==> src/rtl/gpio_in_sampler.sv <==
// gpio_in_sampler: synchronizes the asynchronous GPIO byte bus and strobe,
// captures one byte per strobe rising edge into a FIFO and emits single-cycle
// ready-gated beats, with busy back-pressure, overflow and byte-count status.
module gpio_in_sampler #(
    parameter int unsigned FIFO_DEPTH  = 8,
    parameter int unsigned SYNC_STAGES = 2
) (
    input  logic                               i_clk,
    input  logic                               i_rst,
    input  logic [7:0]                         in_GPIO,
    input  logic                               in_GPIO_strobe,
    input  logic                               conf_sys_ctrl_reg_RESET,
    input  logic                               i_out_ready,
    output logic [7:0]                         in_GPIO_sampled,
    output logic                               in_GPIO_valid_sampled,
    output logic                               gpio_busy,
    output logic [$clog2(FIFO_DEPTH+1)-1:0]    fifo_level,
    output logic                               gpio_overflow,
    output logic [15:0]                        gpio_byte_count
);

    localparam int unsigned PTR_W = $clog2(FIFO_DEPTH);
    localparam int unsigned LVL_W = $clog2(FIFO_DEPTH+1);
    localparam int unsigned ARM_W = $clog2(SYNC_STAGES+2);
    localparam logic [ARM_W-1:0] ARM_DONE  = ARM_W'(SYNC_STAGES+1);
    localparam logic [LVL_W-1:0] LVL_FULL  = LVL_W'(FIFO_DEPTH);
    localparam logic [LVL_W-1:0] LVL_BUSY  = LVL_W'(FIFO_DEPTH-2);

    logic [SYNC_STAGES-1:0] strobe_sync;
    logic [7:0]             data_sync [SYNC_STAGES];
    logic                   strobe_d;
    logic                   soft_q;
    logic [ARM_W-1:0]       arm_cnt;

    logic [7:0]             mem [FIFO_DEPTH];
    logic [PTR_W-1:0]       wr_ptr;
    logic [PTR_W-1:0]       rd_ptr;

    logic                   armed;
    logic                   edge_det;
    logic                   soft_edge;
    logic                   push_req;
    logic                   fifo_full;
    logic                   pop;
    logic                   push;
    logic                   drop;
    logic [LVL_W-1:0]       level_next;

    // Synchronizer chains for strobe and data, equal depth so the byte aligns with its strobe
    always_ff @(posedge i_clk) begin
        if (i_rst) begin
            strobe_sync <= '0;
            for (int unsigned i = 0; i < SYNC_STAGES; i++) begin
                data_sync[i] <= '0;
            end
        end else begin
            strobe_sync  <= {strobe_sync[SYNC_STAGES-2:0], in_GPIO_strobe};
            data_sync[0] <= in_GPIO;
            for (int unsigned i = 1; i < SYNC_STAGES; i++) begin
                data_sync[i] <= data_sync[i-1];
            end
        end
    end

    // Edge-detect copies, soft-reset edge copy and post-reset arming counter
    always_ff @(posedge i_clk) begin
        if (i_rst) begin
            strobe_d <= 1'b0;
            soft_q   <= 1'b0;
            arm_cnt  <= '0;
        end else begin
            strobe_d <= strobe_sync[SYNC_STAGES-1];
            soft_q   <= conf_sys_ctrl_reg_RESET;
            if (arm_cnt != ARM_DONE) begin
                arm_cnt <= arm_cnt + 1'b1;
            end
        end
    end

    // Push/pop decisions; pop uses the occupancy before this edge's push
    always_comb begin
        armed      = (arm_cnt == ARM_DONE);
        edge_det   = strobe_sync[SYNC_STAGES-1] & ~strobe_d;
        soft_edge  = conf_sys_ctrl_reg_RESET & ~soft_q;
        push_req   = armed & edge_det;
        fifo_full  = (fifo_level == LVL_FULL);
        pop        = i_out_ready & (fifo_level != '0);
        push       = push_req & (~fifo_full | pop);
        drop       = push_req & fifo_full & ~pop;
        level_next = fifo_level + {{(LVL_W-1){1'b0}}, push} - {{(LVL_W-1){1'b0}}, pop};
    end

    // FIFO storage, output beat register and status flags; soft reset flushes and clears status
    always_ff @(posedge i_clk) begin
        if (i_rst) begin
            for (int unsigned i = 0; i < FIFO_DEPTH; i++) begin
                mem[i] <= '0;
            end
            wr_ptr                <= '0;
            rd_ptr                <= '0;
            fifo_level            <= '0;
            in_GPIO_sampled       <= '0;
            in_GPIO_valid_sampled <= 1'b0;
            gpio_busy             <= 1'b0;
            gpio_overflow         <= 1'b0;
            gpio_byte_count       <= '0;
        end else if (soft_edge) begin
            wr_ptr                <= '0;
            rd_ptr                <= '0;
            fifo_level            <= '0;
            in_GPIO_valid_sampled <= 1'b0;
            gpio_busy             <= 1'b0;
            gpio_overflow         <= 1'b0;
            gpio_byte_count       <= '0;
        end else begin
            if (push) begin
                mem[wr_ptr] <= data_sync[SYNC_STAGES-1];
                wr_ptr      <= wr_ptr + 1'b1;
                if (gpio_byte_count != '1) begin
                    gpio_byte_count <= gpio_byte_count + 16'd1;
                end
            end
            if (pop) begin
                in_GPIO_sampled <= mem[rd_ptr];
                rd_ptr          <= rd_ptr + 1'b1;
            end
            if (drop) begin
                gpio_overflow <= 1'b1;
            end
            in_GPIO_valid_sampled <= pop;
            fifo_level            <= level_next;
            gpio_busy             <= (level_next >= LVL_BUSY);
        end
    end

endmodule

==> config.mk <==
export PLATFORM = sky130hd
export DESIGN_NAME = gpio_in_sampler
export DESIGN_NICKNAME = d
export VERILOG_FILES = /design/src/rtl/gpio_in_sampler.sv
export SDC_FILE = /design/constraint.sdc
export NUM_CORES = 1
export LEC_CHECK = 0
export ABC_AREA = 1
export ABC_CLOCK_PERIOD_IN_PS = 3100
export CORE_ASPECT_RATIO = 1.75
export CORE_MARGIN = 4
export CORE_UTILIZATION = 30
export CTS_CLUSTER_SIZE = 40
export DETAILED_ROUTE_END_ITERATION = 6
export GPL_TIMING_DRIVEN = 0
export HOLD_SLACK_MARGIN = 0.06
export PLACE_DENSITY_LB_ADDON = 0.3
export SYNTH_ARGS = -nofsm -noshare
export SYNTH_HDL_FRONTEND = slang
export SYNTH_SLANG_ARGS = --single-unit
==> constraint.sdc <==
create_clock -name i_clk -period 3.1 [get_ports i_clk]
set_input_delay 0.93 -clock i_clk [delete_from_list [all_inputs] [get_ports i_clk]]
set_output_delay 0.93 -clock i_clk [all_outputs]
set_load 0.03 [all_outputs]
==> impl_metrics.csv, run 1 <==
group,metric,value,unit
global_route,grt_overflow,0,
critical_path,cp_cell_sequence,"clkdlybuf4s50_1 > inv_2 > nand2_2 > nor3_4 > nand2_2 > nand2_1",
place,finalWeightedCongestion,0.810,
synthesis,ys_seq_elements,123,
place,dp_slack,-0.120,ns
clocking,cts_hold_buf,0,
timing,setup_tns,0,ns
die,ios,44,
critical_path,end_kind,"flop",
synthesis,syn_nets,635,
timing,fmax,362,MHz
critical_path,worstPathArrival,2.83,ns
clocking,clkTransAtPathRegs,0.06,ns
clocking,cts_buffers,17,
route,vias,4151,
clocking,cts_root_buffer,"clkbuf_16",
die,die_width,109,um
synthesis,synth.top_cell.area_share,35.8,%
critical_path,cp-start-kind,"input port",
synthesis,ys_warn_count,0,
layout,n_antenna_cell,0,
clocking,htreeDepth,4,
die,die-area,20200,um^2
critical_path,cp_slowest_stage_delay,0.48,ns
timing,setup_viol,0,
clocking,cts_buffer_depth,2,
route,wl_per_cell,14.4,um
clocking,clk_latency,0.41,ns
die,die_h,185,um
place,hpwl,9560,um
synthesis,ys_seq_area_share,57.9,%
critical_path,cp.required,3.17,ns
die,initial_utilization,30.6,%
timing,timing.hold.ws,0.399,ns
route,ant_nets,0,
timing,tightest_slew,0.550,ns
critical_path,cp_common_cell,"nand2_2",
layout,fin_util,38.2,%
synthesis,synth_edf_count,64,
timing,worst_slack,0.339,ns
hold_path,hp-class,"flop to flop",
synthesis,synth_area_per_cell,8.76,um^2
synthesis,synth_flop_cell,"edfxtp_1",
synthesis,async_flop_share,0,%
timing,finClkSkew,0.00733,ns
layout,fin_nets,697,
critical_path,critical_path_class,"input port to flop",
power,irDropWorstVdd,336,uV
synthesis,syn_area,5360,um^2
die,core_area,17500,um^2
clocking,cts_tree,"done",
status,outcome,"completed",
timing,rsz0062_at_grt,"false",
synthesis,synth.most_common_cell,"nor2_1",
critical_path,critPathSlowestCell,"clkdlybuf4s50_1",
layout,area_growth,24.8,%
power,p_leak,2.57,nW
timing,maxSlewViolCount,0,
timing,fin_crit_sh,89.1,%
critical_path,crit_family,"simple AND/OR/NAND/NOR gates",
clocking,cts_sinks,123,
synthesis,yosys.area.top_type,"edfxtp_1",
layout,layout-drive-gt1-share,9.32,%
place,portBuffers,43,
run,drv_cap,0,
timing,relSlewSlack,63.4,%
route,dr.first_iter.drc_count,144,
timing,hold_viol_final,0,
clocking,postCtsSetupBuffers,0,
global_route,grt_pass1_wl,21000,um
power,power.density,689,nW/um^2
timing,period_needed,2.76,ns
route,viasPerCell,4.52,
global_route,grtUsageTotal,14.0,%
route,drc,0,
route,drtPass1Iterations,5,
synthesis,synth_cell_types,31,
global_route,grt_pass1_vias,4113,
route,wirelength,13300,um
critical_path,worstPathMaxFanout,10,
synthesis,synth_common_cells,"nor2_1, nand2_1, edfxtp_1",
global_route,antenna_found_initial,0,
global_route,grt_max_degree,17,
clocking,cts-resized-gates,0,
synthesis,synth_cells,612,
synthesis,synth_area_leaders,"edfxtp_1, dfxtp_1, nor2_1",
die,rows,64,
critical_path,cp_num_buf_inv,2,
-- report_power, final --
part	internal [mW]	switching (mW)
clock network	1.29	0.707
logic	0.264	0.509
registers	1.80	0.0425
-- path summary, 6_finish.rpt --
check                 startpoint        endpoint  slack, ns  cells past startpoint
setup / recovery           i_rst       mem[3][7]       0.34                      6
hold / removal    strobe_sync[0]  strobe_sync[1]       0.40                      2
setup reg to reg      arm_cnt[0]       gpio_busy       0.75                     13
hold reg to reg   strobe_sync[0]  strobe_sync[1]       0.40                      2
-- cells by family after synthesis --
kind of cell               count (synthesis)  synth area share [%]
AOI/OAI and AO/OA                         70                  6.81
xor gates and xnor gates                   6                 0.980
adders and majority gates                 10                  2.47
buffers and inverters                     77                  5.81
DFF                                      123                  57.9
and+or+nand+nor                          326                  26.0
-- routing by layer --
metal  global-route usage [%]  wire length, um  vias up
met5                        0                0        -
met4                     7.53              509        0
met3                     2.72              483       31
met2                     26.3             7480      102
met1                     14.1             4790     1914
li1                         -                -     2104
-- sequential cells by signal, indices dropped and copies added (netlist names) --
signal                 count
mem                       64
arm_cnt                    2
gpio_overflow              1
gpio_byte_count           16
in_GPIO_valid_sampled      1
soft_q                     1
strobe_d                   1
fifo_level                 4
in_GPIO_sampled            8
rd_ptr                     3
gpio_busy                  1
strobe_sync                2
wr_ptr                     3
data_sync                 16
-- worst register-to-register path: stages, from the launching register on --
cell and delay, ns:
dfxtp_1 0.32, ha_1 0.24, inv_2 0.07, nor2_1 0.03, nand2_1 0.17, inv_2 0.08, nor2_1 0.20, inv_1 0.09
nand2_1 0.08, ha_1 0.16, inv_1 0.06, fa_1 0.37, xor2_1 0.16, o31ai_1 0.23
-- metrics by stage --
step                      instances  total power [mW]  area (um^2)
after floorplan                 612              2.39         5360
after global placement          886              2.65         6080
after detailed placement        886              2.66         6080
after CTS                       918              4.65         6690
after global routing            918              4.82         6690
final                           918              4.61         6690
-- cell type report --
type / count / area [um^2]
multi-input cells: 412 / 1950
well taps: 231 / 289
clock inverters: 8 / 76.3
plain buffers: 18 / 90.1
clock buffers: 24 / 534
inverters: 59 / 221
fillers: 1764 / 10800
repair buffers: 43 / 430
flip-flops and latches: 123 / 3100
-- layout by cell type (no fill, tap or decap), types with 3 or more instances in the layout --
master	instances
nor2_1	184
nand2_1	77
edfxtp_1	64
dfxtp_1	59
inv_1	54
clkdlybuf4s50_1	43
nand3_1	39
o21ai_0	38
a21oi_1	29
clkbuf_16	19
nand2_2	10
clkbuf_1	9
ha_1	9
buf_2	6
nand4_1	5
nand2_4	4
clkbuf_8	4
inv_2	3
xor2_1	3
xnor2_1	3
inv_4	3
Note: power is estimated with default switching activity, not from simulation.
==> run 2, diff against run 1 <==
Settings changed: SLEW_MARGIN set to 20.
==> results of run 2 <==
Same layout as run 1: the final DEF is identical, and so are final timing and power.
==> run 3, diff against run 2 <==
--- a/constraint.sdc
+++ b/constraint.sdc
@@ -3,2 +3,2 @@
 set_output_delay 0.93 -clock i_clk [all_outputs]
-set_load 0.03 [all_outputs]
+set_load 0.02 [all_outputs]
==> results of run 3 <==
Same layout as run 1 (identical final DEF). Status: completed.
Among the figures that moved: total power 4.61 mW -> 4.58 mW; worst IR drop on VDD 336 uV -> 335 uV
